## src/rtl/gray_frame_stats.sv

```systemverilog
// Per-frame geometry and luma statistics on the gray video stream, with a 1-cycle passthrough.
// The mean luma is produced by a restoring divider that runs during the following frame.
module gray_frame_stats #(
   parameter int unsigned COUNT_W   = 12,
   parameter int unsigned SUM_W     = 32,
   parameter bit          VSYNC_POL = 1'b1
) (
   input  logic               clk_pix,
   input  logic               rst_n,
   input  logic [23:0]        vid_data,
   input  logic               pHSync,
   input  logic               pVSync,
   input  logic               pVDE,
   output logic [23:0]        OUT_vid_data,
   output logic               OUT_pHSync,
   output logic               OUT_pVSync,
   output logic               OUT_pVDE,
   output logic [COUNT_W-1:0] frame_width,
   output logic [COUNT_W-1:0] frame_height,
   output logic [7:0]         luma_min,
   output logic [7:0]         luma_max,
   output logic [7:0]         luma_avg,
   output logic               stats_valid,
   output logic               stats_locked,
   output logic               width_err,
   output logic               overrun
);
   localparam int unsigned PW     = 2*COUNT_W;
   localparam int unsigned STEP_W = $clog2(SUM_W+2);

   typedef enum logic {S_IDLE, S_ACCUM} state_t;
   state_t state_q, state_d;

   logic [23:0]        vid_q;
   logic               hs_q, vs_q, de_q, vs_act_q;
   logic [SUM_W-1:0]   sum_q, sum_d;
   logic [PW-1:0]      cnt_q, cnt_d;
   logic [COUNT_W-1:0] lcnt_q, lcnt_d, hgt_q, hgt_d, wid_q, wid_d;
   logic [7:0]         min_q, min_d, max_q, max_d;
   logic               err_q, err_d;

   logic [7:0]         luma;
   logic               frame_edge, line_end, start_div;
   logic [COUNT_W-1:0] hgt_eff, wid_eff;
   logic               err_eff;

   assign luma       = vid_data[7:0];
   assign frame_edge = (pVSync == VSYNC_POL) && !vs_act_q;
   assign line_end   = de_q && !pVDE && (lcnt_q != '0);

   // A line ending in the edge cycle still belongs to the frame being closed.
   always_comb begin
      hgt_eff = hgt_q;
      wid_eff = wid_q;
      err_eff = err_q;
      if (line_end) begin
         hgt_eff = hgt_q + COUNT_W'(1);
         if (hgt_q == '0)        wid_eff = lcnt_q;
         else if (lcnt_q != wid_q) err_eff = 1'b1;
      end
   end

   always_comb begin
      state_d   = state_q;
      sum_d     = sum_q;
      cnt_d     = cnt_q;
      lcnt_d    = lcnt_q;
      hgt_d     = hgt_q;
      wid_d     = wid_q;
      min_d     = min_q;
      max_d     = max_q;
      err_d     = err_q;
      start_div = 1'b0;
      if (frame_edge) begin
         state_d   = S_ACCUM;
         start_div = (state_q == S_ACCUM);
         sum_d     = pVDE ? SUM_W'(luma) : '0;
         cnt_d     = PW'(pVDE);
         lcnt_d    = COUNT_W'(pVDE);
         hgt_d     = '0;
         wid_d     = '0;
         err_d     = 1'b0;
         min_d     = pVDE ? luma : 8'hFF;
         max_d     = pVDE ? luma : 8'h00;
      end else if (state_q == S_ACCUM) begin
         hgt_d = hgt_eff;
         wid_d = wid_eff;
         err_d = err_eff;
         if (line_end) lcnt_d = '0;
         if (pVDE) begin
            sum_d  = sum_q + SUM_W'(luma);
            cnt_d  = cnt_q + PW'(1);
            lcnt_d = lcnt_q + COUNT_W'(1);
            if (luma < min_q) min_d = luma;
            if (luma > max_q) max_d = luma;
         end
      end
   end

   always_ff @(posedge clk_pix or negedge rst_n) begin
      if (!rst_n) begin
         vid_q    <= '0;
         hs_q     <= 1'b0;
         vs_q     <= 1'b0;
         de_q     <= 1'b0;
         vs_act_q <= 1'b0;
         state_q  <= S_IDLE;
         sum_q    <= '0;
         cnt_q    <= '0;
         lcnt_q   <= '0;
         hgt_q    <= '0;
         wid_q    <= '0;
         min_q    <= '0;
         max_q    <= '0;
         err_q    <= 1'b0;
      end else begin
         vid_q    <= vid_data;
         hs_q     <= pHSync;
         vs_q     <= pVSync;
         de_q     <= pVDE;
         vs_act_q <= (pVSync == VSYNC_POL);
         state_q  <= state_d;
         sum_q    <= sum_d;
         cnt_q    <= cnt_d;
         lcnt_q   <= lcnt_d;
         hgt_q    <= hgt_d;
         wid_q    <= wid_d;
         min_q    <= min_d;
         max_q    <= max_d;
         err_q    <= err_d;
      end
   end

   logic               busy_q;
   logic [STEP_W-1:0]  step_q;
   logic [SUM_W-1:0]   num_q;
   logic [PW:0]        rem_q, rem_sh, rem_nx;
   logic [PW-1:0]      den_q;
   logic [COUNT_W-1:0] s_wid_q, s_hgt_q, pub_w, pub_h;
   logic [7:0]         s_min_q, s_max_q, quot_sat;
   logic               s_err_q, q_bit;
   logic [COUNT_W-1:0] fw_q, fh_q;
   logic [7:0]         lmin_q, lmax_q, lavg_q;
   logic               valid_q, locked_q, werr_q, ovr_q, pub_q;

   // num_q shifts dividend bits out of the top while quotient bits enter at the bottom.
   always_comb begin
      rem_sh   = {rem_q[PW-1:0], num_q[SUM_W-1]};
      q_bit    = (rem_sh >= {1'b0, den_q});
      rem_nx   = q_bit ? (rem_sh - {1'b0, den_q}) : rem_sh;
      quot_sat = (num_q[SUM_W-1:8] != '0) ? 8'hFF : num_q[7:0];
      pub_w    = (den_q == '0) ? '0 : s_wid_q;
      pub_h    = (den_q == '0) ? '0 : s_hgt_q;
   end

   always_ff @(posedge clk_pix or negedge rst_n) begin
      if (!rst_n) begin
         busy_q   <= 1'b0;
         step_q   <= '0;
         num_q    <= '0;
         rem_q    <= '0;
         den_q    <= '0;
         s_wid_q  <= '0;
         s_hgt_q  <= '0;
         s_min_q  <= '0;
         s_max_q  <= '0;
         s_err_q  <= 1'b0;
         fw_q     <= '0;
         fh_q     <= '0;
         lmin_q   <= '0;
         lmax_q   <= '0;
         lavg_q   <= '0;
         valid_q  <= 1'b0;
         locked_q <= 1'b0;
         werr_q   <= 1'b0;
         ovr_q    <= 1'b0;
         pub_q    <= 1'b0;
      end else begin
         valid_q <= 1'b0;
         if (start_div) begin
            if (busy_q) ovr_q <= 1'b1;
            busy_q  <= 1'b1;
            step_q  <= '0;
            num_q   <= sum_q;
            rem_q   <= '0;
            den_q   <= cnt_q;
            s_wid_q <= wid_eff;
            s_hgt_q <= hgt_eff;
            s_min_q <= min_q;
            s_max_q <= max_q;
            s_err_q <= err_eff;
         end else if (busy_q) begin
            step_q <= step_q + STEP_W'(1);
            if (step_q == STEP_W'(SUM_W + 1)) begin
               busy_q   <= 1'b0;
               valid_q  <= 1'b1;
               pub_q    <= 1'b1;
               fw_q     <= pub_w;
               fh_q     <= pub_h;
               lmin_q   <= (den_q == '0) ? 8'h00 : s_min_q;
               lmax_q   <= (den_q == '0) ? 8'h00 : s_max_q;
               lavg_q   <= (den_q == '0) ? 8'h00 : quot_sat;
               werr_q   <= s_err_q;
               locked_q <= pub_q && (pub_w == fw_q) && (pub_h == fh_q) && !s_err_q;
            end else if ((step_q < STEP_W'(SUM_W)) && (den_q != '0)) begin
               num_q <= {num_q[SUM_W-2:0], q_bit};
               rem_q <= rem_nx;
            end
         end
      end
   end

   assign OUT_vid_data = vid_q;
   assign OUT_pHSync   = hs_q;
   assign OUT_pVSync   = vs_q;
   assign OUT_pVDE     = de_q;
   assign frame_width  = fw_q;
   assign frame_height = fh_q;
   assign luma_min     = lmin_q;
   assign luma_max     = lmax_q;
   assign luma_avg     = lavg_q;
   assign stats_valid  = valid_q;
   assign stats_locked = locked_q;
   assign width_err    = werr_q;
   assign overrun      = ovr_q;
endmodule

```

## config.mk

```make
export PLATFORM = sky130hd
export DESIGN_NAME = gray_frame_stats
export DESIGN_NICKNAME = d
export VERILOG_FILES = /design/src/rtl/gray_frame_stats.sv
export SDC_FILE = /design/constraint.sdc
export NUM_CORES = 1
export LEC_CHECK = 0
export CAP_MARGIN = 20
export CORE_UTILIZATION = 60
export DETAILED_ROUTE_END_ITERATION = 10
export HOLD_SLACK_MARGIN = 0.03
export PLACE_DENSITY = 0.78
export SLEW_MARGIN = 15
export SYNTH_ARGS = -nofsm -noshare
export SYNTH_HDL_FRONTEND = slang
export SYNTH_SLANG_ARGS = --single-unit
```

## constraint.sdc

```tcl
create_clock -name clk_pix -period 3.4 [get_ports clk_pix]
set_input_delay 0.68 -clock clk_pix [delete_from_list [all_inputs] [get_ports clk_pix]]
set_output_delay 0.68 -clock clk_pix [all_outputs]
set_load 0.01 [all_outputs]
```

Word level (Yosys, flattened, before mapping). Cells that the tools add are included.

Output and inout bits: 79. Bits of input ports: 29. Word-level logic and storage cells: 135. Register bits: 318.

Reduce and logical (&&, ||, !) cells: 29. Bitwise logic cells: 1. $add $sub $neg: 6. Equality and inequality tests: 5. Magnitude comparators: 4. Mux-type cells: 57.

Operators with widths (number): $mux 32 (7); $mux 24 (8); $mux 12 (13); $mux 8 (15); $reduce_bool 24->1 (2); $add 32x8->32 (1); $ge 25x24->1 (1); $add 12x1->12 const B (2); $add 24x1->24 const B (1); $eq 12x12->1 (2); $logic_not 24->1 (1); $sub 24x24->24 (1); $logic_not 12->1 (1); $mux 1 (12); $mux 6 (2); $ne 12x12->1 (1); $reduce_and 3->1 (4); $reduce_bool 12->1 (1); $reduce_bool 2->1 (6); $gt 8x8->1 (1); $lt 8x8->1 (1); $logic_and 1x1->1 (7); $add 6x1->6 const B (1); $eq 6x6->1 const B (1); 6 further kinds (10).

Logic depth before layout (Yosys ltp). Gate-level depths: netlist of the first run.

Word-level depth: 7. Gate-level depth with buffers: 14. Mapped depth without buffers: 12.

Least setup slack after synthesis of the first run. No wires, ideal clock.

Kind: input port to flip-flop. Start point: in vid_data[0]. End point: reg sum_q[18]. Arrival time: 2.907 ns. Path buffers: 1. Stages: 12. Path slack: 0.361 ns. Library setup time: 0.132 ns. Path through: ha_1 fa_1 a21o_1 a21oi_1 o21bai_1 a21oi_1 o21bai_1 a21oi_1 clkbuf_1 nor3_1 xnor2_1 nor2_1.

Word-level cells in the longest chain between the ends: 4.

RTL lines: from (decl) (line 10) `input logic [23:0] vid_data,`; $add 32x8->32 (line 91) `sum_d = sum_q + SUM_W'(luma);`; $mux 32 (line 90) `if (pVDE) begin`; $mux 32 (line 85) `end else if (state_q == S_ACCUM) begin`; $mux 32 (line 74) `if (frame_edge) begin`; to (signal assigned) (line 123) `sum_q <= sum_d;`; to (decl) (line 36) `logic [SUM_W-1:0] sum_q, sum_d;`.

No other way between the ends. The select of a mux whose other input is x is not followed. A chain may end at the register's enable or synchronous reset.

Worst setup path after layout of the first run.
Start point: reg den_q[7]. End point: reg rem_q[18].

Word-level cells in the longest chain between the ends: 6.

RTL lines: from (decl) (line 138) `logic [PW-1:0] den_q;`; from (signal assigned) (line 186) `den_q <= cnt_q;`; $sub 24x24->24 / $ge 25x24->1 (equally long branches) (line 150, 149); $mux 24 (line 150) `rem_nx = q_bit ? (rem_sh - {1'b0, den_q}) : rem_sh;`; $mux 24 (line 205) `end else if ((step_q < STEP_W'(SUM_W)) && (den_q != '0)) begin`; $mux 24 (line 194) `if (step_q == STEP_W'(SUM_W + 1)) begin`; $mux 24 (line 192) `end else if (busy_q) begin`; $mux 24 (line 180) `if (start_div) begin`; to (signal assigned) (line 207) `rem_q <= rem_nx;`; to (decl) (line 137) `logic [PW:0] rem_q, rem_sh, rem_nx;`.

Parallel ways exist; a longest one is shown, timed or not. The select of a mux whose other input is x is not followed.

==> results.yml, run 1 <==
run_status:
  status: "finished with violations"
  violations: "DRC"
sta:
  min_period_ps: 3010
  worstMarginPinSlew_ps: 925
  fin_crit_sh_pct: 88.5
  fin_skew_ps: 29.0
  finalSetupViolCount: 0
  final.setup.tns_ps: 0
  max_freq_mhz: 332
  rsz0062_at_grt: "no"
  slew_headroom_pct: 38.3
  drv_slew: 0
  hold-worst-slack_ps: 172
  hold_viol: 0
clocking:
  clkLatencyLatePin_ps: 530
  cts.sinks: 318
  h-tree-depth: 2
  clk_pin_slew_worst_paths_ps: 60
  cts_tree: "built"
  postCtsHoldBufs: 0
  cts_setup_buffers: 0
  cts_buffers: 34
  cts_resized: 0
  clk_path_buf_depth: 3
  root_buffer: "clkbuf_16"
floorplan:
  die_y_um: 166
  die_x_um: 166
  rows: 59
  dieArea_mm2: 0.0275
  pin_count: 108
  initial_core_util_pct: 61.4
  core-area_mm2: 0.0262
logic_synthesis:
  syn_avg_cell_area_um2: 9.14
  ys_ff_latch: 318
  synth-main-ff-cell: "dfrtp_1"
  synth_enable_flop_cells: 0
  syn_inst: 1760
  syn_nets: 1845
  synth.cell_area_mm2: 0.0161
  yosys_warnings: 0
  yosys.cell_types.count: 67
  synth-seq-area-share_pct: 49.5
  async_flop_share_pct: 100
critical_path:
  r2r_cells: 12
  critPathSlowestCell: "a2111oi_0"
  crit_buf_inv: 2
  startpoint_type: "register"
  critPathRequiredTime_ps: 3790
  worstPathArrival_ps: 3400
  timing.rr.end: "rem_q[18]"
  crit_chain: "inv_1 > ha_1 > nand4_1 > a2111oi_0 > o221ai_1 > nand3_1 > o21ai_0 > nand3_1 > buf_4 > nor2_1 > a311oi_1 > nor3_1"
  reg2reg_from: "den_q[7]"
  crit_family: "compound AO/OA/AOI/OAI gates"
  crit_path_frequent_cell: "nand3_1"
  cpPeakStageDelay_ps: 430
  r2r_slack_ps: 390
  end_kind: "register"
  path_max_fanout: 21
  critical_path_class: "reg2reg"
placed_design:
  io_buffers: 107
  detailed_place_hpwl_mm: 25.8
  gp_congestion: 0.881
global_routing:
  grt_use_total_pct: 28.5
  gr-total-overflow: 0
  grt_first_pass_wirelength_mm: 64.5
  grt_max_degree: 169
  grt_pass1_vias: 12862
  antenna_found_initial: 0
cells_and_area:
  mostFrequentLayoutCells: "326 x nand2_1, 318 x dfrtp_1, 166 x o21ai_0"
  finalCoreUtilization_pct: 71.2
  area_growth_pct: 16.0
  final_nets: 1933
  drive_gt1_share_pct: 6.15
  layout.cells.most_common: "nand2_1"
  nFillCells: 1931
  diodes: 0
routing:
  drcViolationCount: 30
  postRouteAntennaNets: 0
  routed_wl_mm: 37.9
  drtIter0Drc: 1029
  routedWlPerCell_um: 17.2
  vias: 13157
  dr.pass1.iters: 8
  routed_via_density: 5.96
flow_run:
  drv_cap: 0
hold_path:
  hold_path_class: "in2async"
pwr:
  p_leak_uw: 0.00844
  powerDensity_mw_per_mm2: 713
  power_uw: 13300
  max-vdd-ir-drop_uv: 526
==> state kept, by name, indices dropped and copies added, names as in the netlist, 8 cells and up <==
| signal | cells |
|---|---|
| luma_max | 8 |
| rem_q | 24 |
| lcnt_q | 12 |
| cnt_q | 24 |
| luma_min | 8 |
| frame_width | 12 |
| sum_q | 32 |
| OUT_vid_data | 24 |
| den_q | 24 |
| num_q | 32 |
| frame_height | 12 |
| s_wid_q | 12 |
| luma_avg | 8 |
| s_min_q | 8 |
| wid_q | 12 |
| s_max_q | 8 |
| s_hgt_q | 12 |
| max_q | 8 |
| hgt_q | 12 |
| min_q | 8 |
==> per-stage QoR <==
step / std cells / instance area (µm²) / setup WS, ps
after global placement: 2147 / 17600 / 89.3
final: 2206 / 18600 / 392
after global routing: 2206 / 18600 / 39.7
after floorplan: 1760 / 16100 / 361
after detailed placement: 2147 / 17600 / 26.2
after CTS: 2206 / 18600 / 366
==> cell type report <==
type                    instances  area (µm²)  share of cell area, %
flip-flops and latches        318        7960                   42.7
multi-input cells            1279        7480                   40.1
repair buffers                149        1450                   7.80
clock buffers                  48         963                   5.17
well taps                     335         419                   2.25
inverters                      66         248                   1.33
clock inverters                11         124                  0.664
==> cell usage after synthesis, types with 16 or more instances <==
cell type | count | share of area [%]
nand2_1 | 327 | 7.6
dfrtp_1 | 318 | 49
o21ai_0 | 166 | 5.2
nor2_1 | 138 | 3.2
a21oi_1 | 88 | 2.7
nand3_1 | 79 | 2.5
clkbuf_1 | 76 | 1.8
inv_1 | 66 | 1.5
xor2_1 | 56 | 3.1
ha_1 | 54 | 4.2
xnor2_1 | 52 | 2.8
a31oi_1 | 49 | 1.9
mux2i_1 | 34 | 2.1
nand4_1 | 20 | 0.78
nor4_1 | 19 | 0.74
a21o_1 | 16 | 0.75
==> cells by family after synthesis <==
logic type               Yosys count  synth area share, %
buffers and inverters            163                 4.12
AND/OR/NAND/NOR                  678                 19.1
AO/OA/AOI/OAI                    403                 14.9
adder cells (fa/ha/maj)           56                 4.45
flip-flops                       318                 49.5
XOR/XNOR                         108                 5.88
multiplexers                      34                 2.12
==> power by group <==
| part | leakage [µW] | internal [µW] | switching, µW | total [µW] |
|---|---|---|---|---|
| combinational | 0.00374 | 1960 | 2640 | 4600 |
| sequential | 0.00416 | 4470 | 595 | 5060 |
| clock | 0.000539 | 2140 | 1490 | 3630 |
| total | 0.00844 | 8560 | 4730 | 13300 |
==> routing by layer <==
layer	up-vias	track usage (%)	share of wire (%)
met4	0	10.2	3.1
met3	87	4.09	5.0
met5	-	0	0
li1	6247	-	-
met2	349	46.6	48
met1	6474	38.9	44
==> worst register-to-register path, delay by kind of cell (launching register included) <==
kind	cells	cell delay (ps)
AND/OR/NAND/NOR	5	690
AO/OA/AOI/OAI	4	1040
flip-flops	1	400
adder cells (fa/ha/maj)	1	400
buffers and inverters	2	380
==> worst max-delay path by stage <==
stage | from | end | depth (start not counted)
after global routing | den_q[7] | rem_q[18] | 12
final | den_q[7] | rem_q[18] | 12
after detailed placement | vid_data[1] | max_q[1] | 12
after floorplan | vid_data[0] | sum_q[18] | 12
after CTS | den_q[7] | rem_q[18] | 12
after global placement | vid_data[0] | sum_q[28] | 13
(Power assumes the default switching activity.)
==> inputs of run 2 (changes only) <==
--- a/config.mk
+++ b/config.mk
@@ -5,6 +5,7 @@
 export SDC_FILE = /design/constraint.sdc
 export NUM_CORES = 1
 export LEC_CHECK = 0
+export ABC_AREA = 1
 export CAP_MARGIN = 20
 export CORE_UTILIZATION = 60
 export DETAILED_ROUTE_END_ITERATION = 10
==> results.yml, run 2 <==
logic_synthesis:
  async_flop_share_pct: 100
  synth-main-ff-cell: "dfrtp_1"
  synth_area_leaders: "dfrtp_1 46%, nand2_1 14%, inv_1 5.7%, o21ai_0 5.5%, nand3_1 4.7%"
  synth_enable_flop_cells: 0
  yosys.cell_types.count: 52
  yosys_warnings: 0
  syn_inst: 2264
  synthTopCellsByCount: "626 x nand2_1, 318 x dfrtp_1, 263 x inv_1"
  netlist.top_cell.by_area: "dfrtp_1"
  post-synth-top-area-fraction_pct: 45.9
  syn_nets: 2349
  synth.most_common_cell: "nand2_1"
  ys_ff_latch: 318
  synth.cell_area_mm2: 0.0173
  syn_avg_cell_area_um2: 7.66
  synth-seq-area-share_pct: 45.9
sta:
  slew_headroom_pct: 42.1
  drv_slew: 0
  fin_skew_ps: 25.3
  hold_viol: 0
  finalSetupViolCount: 0
  worstMarginPinSlew_ps: 868
  max_freq_mhz: 369
  rsz0062_at_grt: "no"
  min_period_ps: 2710
  fin_crit_sh_pct: 79.7
  final.setup.tns_ps: 0
pwr:
  max-vdd-ir-drop_uv: 506
  power_uw: 14200
  powerDensity_mw_per_mm2: 710
  p_leak_uw: 0.00963
cells_and_area:
  mostFrequentLayoutCells: "625 x nand2_1, 318 x dfrtp_1, 262 x inv_1"
  drive_gt1_share_pct: 6.07
  diodes: 0
  layout.cells.most_common: "nand2_1"
  top_regs: "num_q (32), sum_q (32)"
  finalCoreUtilization_pct: 71.1
  area_growth_pct: 15.3
  final_nets: 2446
floorplan:
  initial_core_util_pct: 61.7
  die_x_um: 172
  dieArea_mm2: 0.0296
  rows: 61
  die_y_um: 172
  core-area_mm2: 0.0281
  pin_count: 108
routing:
  drtIter0Drc: 1153
  dr.pass1.iters: 5
  drcViolationCount: 0
  routed_wl_mm: 43.1
  routedWlPerCell_um: 15.6
  postRouteAntennaNets: 0
  vias: 15424
  routed_via_density: 5.58
clocking:
  cts_tree: "built"
  postCtsHoldBufs: 0
  cts_buffers: 36
  cts_resized: 0
  clkLatencyLatePin_ps: 520
  cts_setup_buffers: 0
  root_buffer: "clkbuf_16"
  cts.sinks: 318
  h-tree-depth: 2
  clk_pin_slew_worst_paths_ps: 60
  clk_path_buf_depth: 3
global_routing:
  grt_pass1_vias: 15016
  antenna_found_initial: 0
  grt_use_total_pct: 30.5
  grt_first_pass_wirelength_mm: 72.6
  gr-total-overflow: 0
  grt_max_degree: 102
flow_run:
  drv_cap: 0
placed_design:
  gp_congestion: 0.976
  io_buffers: 107
  detailed_place_hpwl_mm: 30.7
critical_path:
  end_kind: "register"
  startpoint_type: "register"
  critPathRequiredTime_ps: 3760
  cpPeakStageDelay_ps: 650
  path_max_fanout: 24
  critPathSlowestCell: "a31oi_4"
  crit_chain: "nor2_1 > nand3_1 > nor2_1 > nand2_2 > a31oi_4 > inv_2 > nand2_1 > inv_1 > nand3_1 > o21ai_1"
  critical_path_class: "reg2reg"
  worstPathArrival_ps: 3070
hold_path:
  hold_path_class: "in2async"
run_status:
  status: "finished clean"
run 2: kinds of logic (layout without fill, tap and decap cells):
group / after synthesis / in the layout / share of synthesized area (%)
AOI/OAI and AO/OA: 375 / 375 / 11.8
xor gates and xnor gates: 42 / 42 / 2.12
buffers and inverters: 350 / 473 / 8.02
adders and majority gates: 56 / 56 / 4.13
DFF: 318 / 318 / 45.9
and+or+nand+nor: 1123 / 1123 / 28.0
run 2: layout make-up:
cell class,instances,area (µm²)
Clock buffer,49,1040
Multi-Input combinational cell,1596,8000
Inverter,269,1010
Tap cell,378,473
Sequential cell,318,7960
Fill cell,2344,8110
Clock inverter,15,126
Timing Repair Buffer,140,1370
run 2: worst paths after layout:
kind | slack (ps) | endpoint | start | cells past startpoint
max | 690 | rem_q[22] | den_q[1] | 10
min | 160 | rem_q[21] | rst_n | 1
max reg2reg | 690 | rem_q[22] | den_q[1] | 10
min reg2reg | 450 | pub_q | pub_q | 2
max in group asynchronous | 2270 | hgt_q[3] | rst_n | 2
min in group clk_pix | 450 | pub_q | pub_q | 2
run 2: worst max-delay path, delay by kind of cell (launching register included):
kind                   cells  cell delay (ps)
buffers and inverters      2              410
AND/OR/NAND/NOR            6              940
flip-flops                 1              450
AO/OA/AOI/OAI              2              730
run 2: stage by stage:
step	hold slack, ps	std cells	cell area (µm²)	worst slack (ps)
2_1_floorplan	384	2264	17300	1160
3_3_place_gp	435	2701	18800	425
3_5_place_dp	438	2701	18800	343
4_1_cts	274	2765	20000	681
5_1_grt	297	2765	20000	399
6_report	160	2765	20000	689
run 2: metal layers:
metal / part of all wire [%] / up-vias / wire length, µm / global-route usage (%)
met5: 0 / - / 0 / 0
met4: 2.3 / 0 / 999 / 9.47
met3: 5.6 / 83 / 2390 / 4.30
met2: 47 / 423 / 20100 / 49.8
met1: 46 / 7351 / 19600 / 42.2
li1: - / 7567 / - / -
run 2: power by group:
part           internal [µW]  leakage (µW)  switching, µW
Clock                   2230      0.000580           1570
Sequential              4540       0.00411            577
Combinational           1900       0.00494           3370
==> inputs of run 3 (changes only) <==
==> constraint.sdc (replaced) <==
create_clock -name clk_pix -period 2.8 [get_ports clk_pix]
set_input_delay 0.56 -clock clk_pix [delete_from_list [all_inputs] [get_ports clk_pix]]
set_output_delay 0.56 -clock clk_pix [all_outputs]
set_load 0.01 [all_outputs]
==> results.yml, run 3 (same netlist as run 2, synthesis figures left out) <==
run_status:
  status: "finished clean"
floorplan:
  dieArea_mm2: 0.0296
  rows: 61
  pin_count: 108
  die_y_um: 172
  die_x_um: 172
  core-area_mm2: 0.0281
  initial_core_util_pct: 61.7
cells_and_area:
  layout.cells.most_common: "nand2_1"
  finalCoreUtilization_pct: 72.0
  top_regs: "num_q (32), sum_q (32)"
  mostFrequentLayoutCells: "625 x nand2_1, 318 x dfrtp_1, 262 x inv_1"
  drive_gt1_share_pct: 6.78
  nFillCells: 2271
  area_growth_pct: 16.6
  instances_no_fill: 2783
  diodes: 0
  final_nets: 2467
pwr:
  p_sw_share_pct: 38.1
  p_int_uw: 10900
  max-vdd-ir-drop_uv: 512
  seq_power_share_pct: 35.1
  powerDensity_mw_per_mm2: 875
  p_leak_uw: 0.00976
  share_comb_of_total_power_pct: 37.9
  p_switching_uw: 6740
  power_frac_clock_pct: 27.0
placed_design:
  place_ws_ps: -14.0
  io_buffers: 107
  detailed_place_hpwl_mm: 31.2
  placedCellCount: 2723
  gp_congestion: 1.01
global_routing:
  grt_max_degree: 86
  grt_use_total_pct: 30.7
  gr-total-overflow: 0
  grt_first_pass_wirelength_mm: 72.8
  grt_pass1_vias: 14998
  antenna_found_initial: 0
sta:
  drv_slew: 0
  max_freq_mhz: 397
  worstMarginPinSlew_ps: 805
  fin_skew_ps: 19.1
  hold-worst-slack_ps: 11.6
  hold_viol: 0
  setup_ws_ps: 284
  slew_headroom_pct: 46.3
  finalSetupViolCount: 0
  fin_crit_sh_pct: 89.9
  min_period_ps: 2520
  rsz0062_at_grt: "no"
critical_path:
  r2r_slack_ps: 280
  worstPathArrival_ps: 2900
  end_kind: "register"
  path_max_fanout: 23
  reg2reg_from: "den_q[4]"
  critPathRequiredTime_ps: 3180
  r2r_cells: 12
  critical_path_class: "reg2reg"
  startpoint_type: "register"
  timing.rr.end: "rem_q[9]"
  crit_path_start: "den_q[4]"
  cp-endpoint: "rem_q[9]"
routing:
  dr.pass1.iters: 6
  routed_via_density: 5.58
  routed_wl_mm: 44.0
  postRouteAntennaNets: 0
  vias: 15533
  drcViolationCount: 0
  routedWlPerCell_um: 15.8
  drtIter0Drc: 1091
clocking:
  clk_path_buf_depth: 3
  cts_resized: 0
  cts.sinks: 318
  h-tree-depth: 2
  cts_setup_buffers: 0
  cts_buffers: 35
  root_buffer: "clkbuf_16"
  clk_pin_slew_worst_paths_ps: 60
  cts_tree: "built"
  postCtsHoldBufs: 0
  clkLatencyLatePin_ps: 510
flow_run:
  drv_cap: 0
hold_path:
  hold_path_class: "in2async"
## run 3: cell count changes in the layout (fill, tap and decap cells not counted), moves of 2 or more
cell        before  now
bufinv_16        1    5
clkinvlp_4       2    0
clkinv_2        10    8
clkbuf_8         9    7
buf_12           4    8
buf_4           29   47
## run 3: final cells by class
| class | instances | area [µm²] | area share (%) |
|---|---|---|---|
| clock buffers | 47 | 991 | 4.90 |
| clock inverters | 13 | 194 | 0.959 |
| inverters | 269 | 1010 | 5.00 |
| multi-input cells | 1596 | 8000 | 39.6 |
| flip-flops and latches | 318 | 7960 | 39.4 |
| well taps | 378 | 473 | 2.34 |
| repair buffers | 162 | 1590 | 7.86 |
## run 3: layer usage
layer	wire length, µm	track usage (%)	up-vias
met2	21000	50.6	444
li1	-	-	7608
met1	19700	42.0	7398
met4	1100	9.93	0
met3	2260	4.10	83
met5	0	0	-
## run 3: worst min-delay path by stage
stage                       to   from  slack (ps)  cells past startpoint
detailed placement       pub_q  pub_q         440                      2
floorplan           OUT_pHSync  rst_n         260                      0
finish                rem_q[3]  rst_n          10                      1
CTS                   rem_q[0]  rst_n          30                      1
global route          rem_q[3]  rst_n          40                      1
global placement         pub_q  pub_q         440                      2
## run 3: metrics by stage
stage / area [µm²] / total power, µW / TNS (ps)
3_3_place_gp: 19000 / 12700 / 0
4_1_cts: 20200 / 17700 / 0
6_report: 20200 / 17700 / 0
5_1_grt: 20200 / 19000 / 0
2_1_floorplan: 17300 / 11100 / 0
3_5_place_dp: 19000 / 12900 / -14.0
## run 3: power groups by stage
stage / combinational [µW] / sequential, µW / clock (µW)
after floorplan: 5010 / 6090 / 0
after global placement: 6450 / 6230 / 0
after detailed placement: 6620 / 6250 / 0
after CTS: 6690 / 6200 / 4840
after global routing: 7670 / 6320 / 5000
final: 6700 / 6210 / 4770
## run 3: worst max-delay path, cell delays in order, from the launching register on
cell	delay, ps
dfrtp_1	390
inv_1	80
ha_1	350
nand2_1	110
nor2_1	150
inv_1	100
nor3_1	350
nand3_2	190
nand3_4	270
buf_12	200
nand2_1	60
nand2_1	70
o21ai_1	60
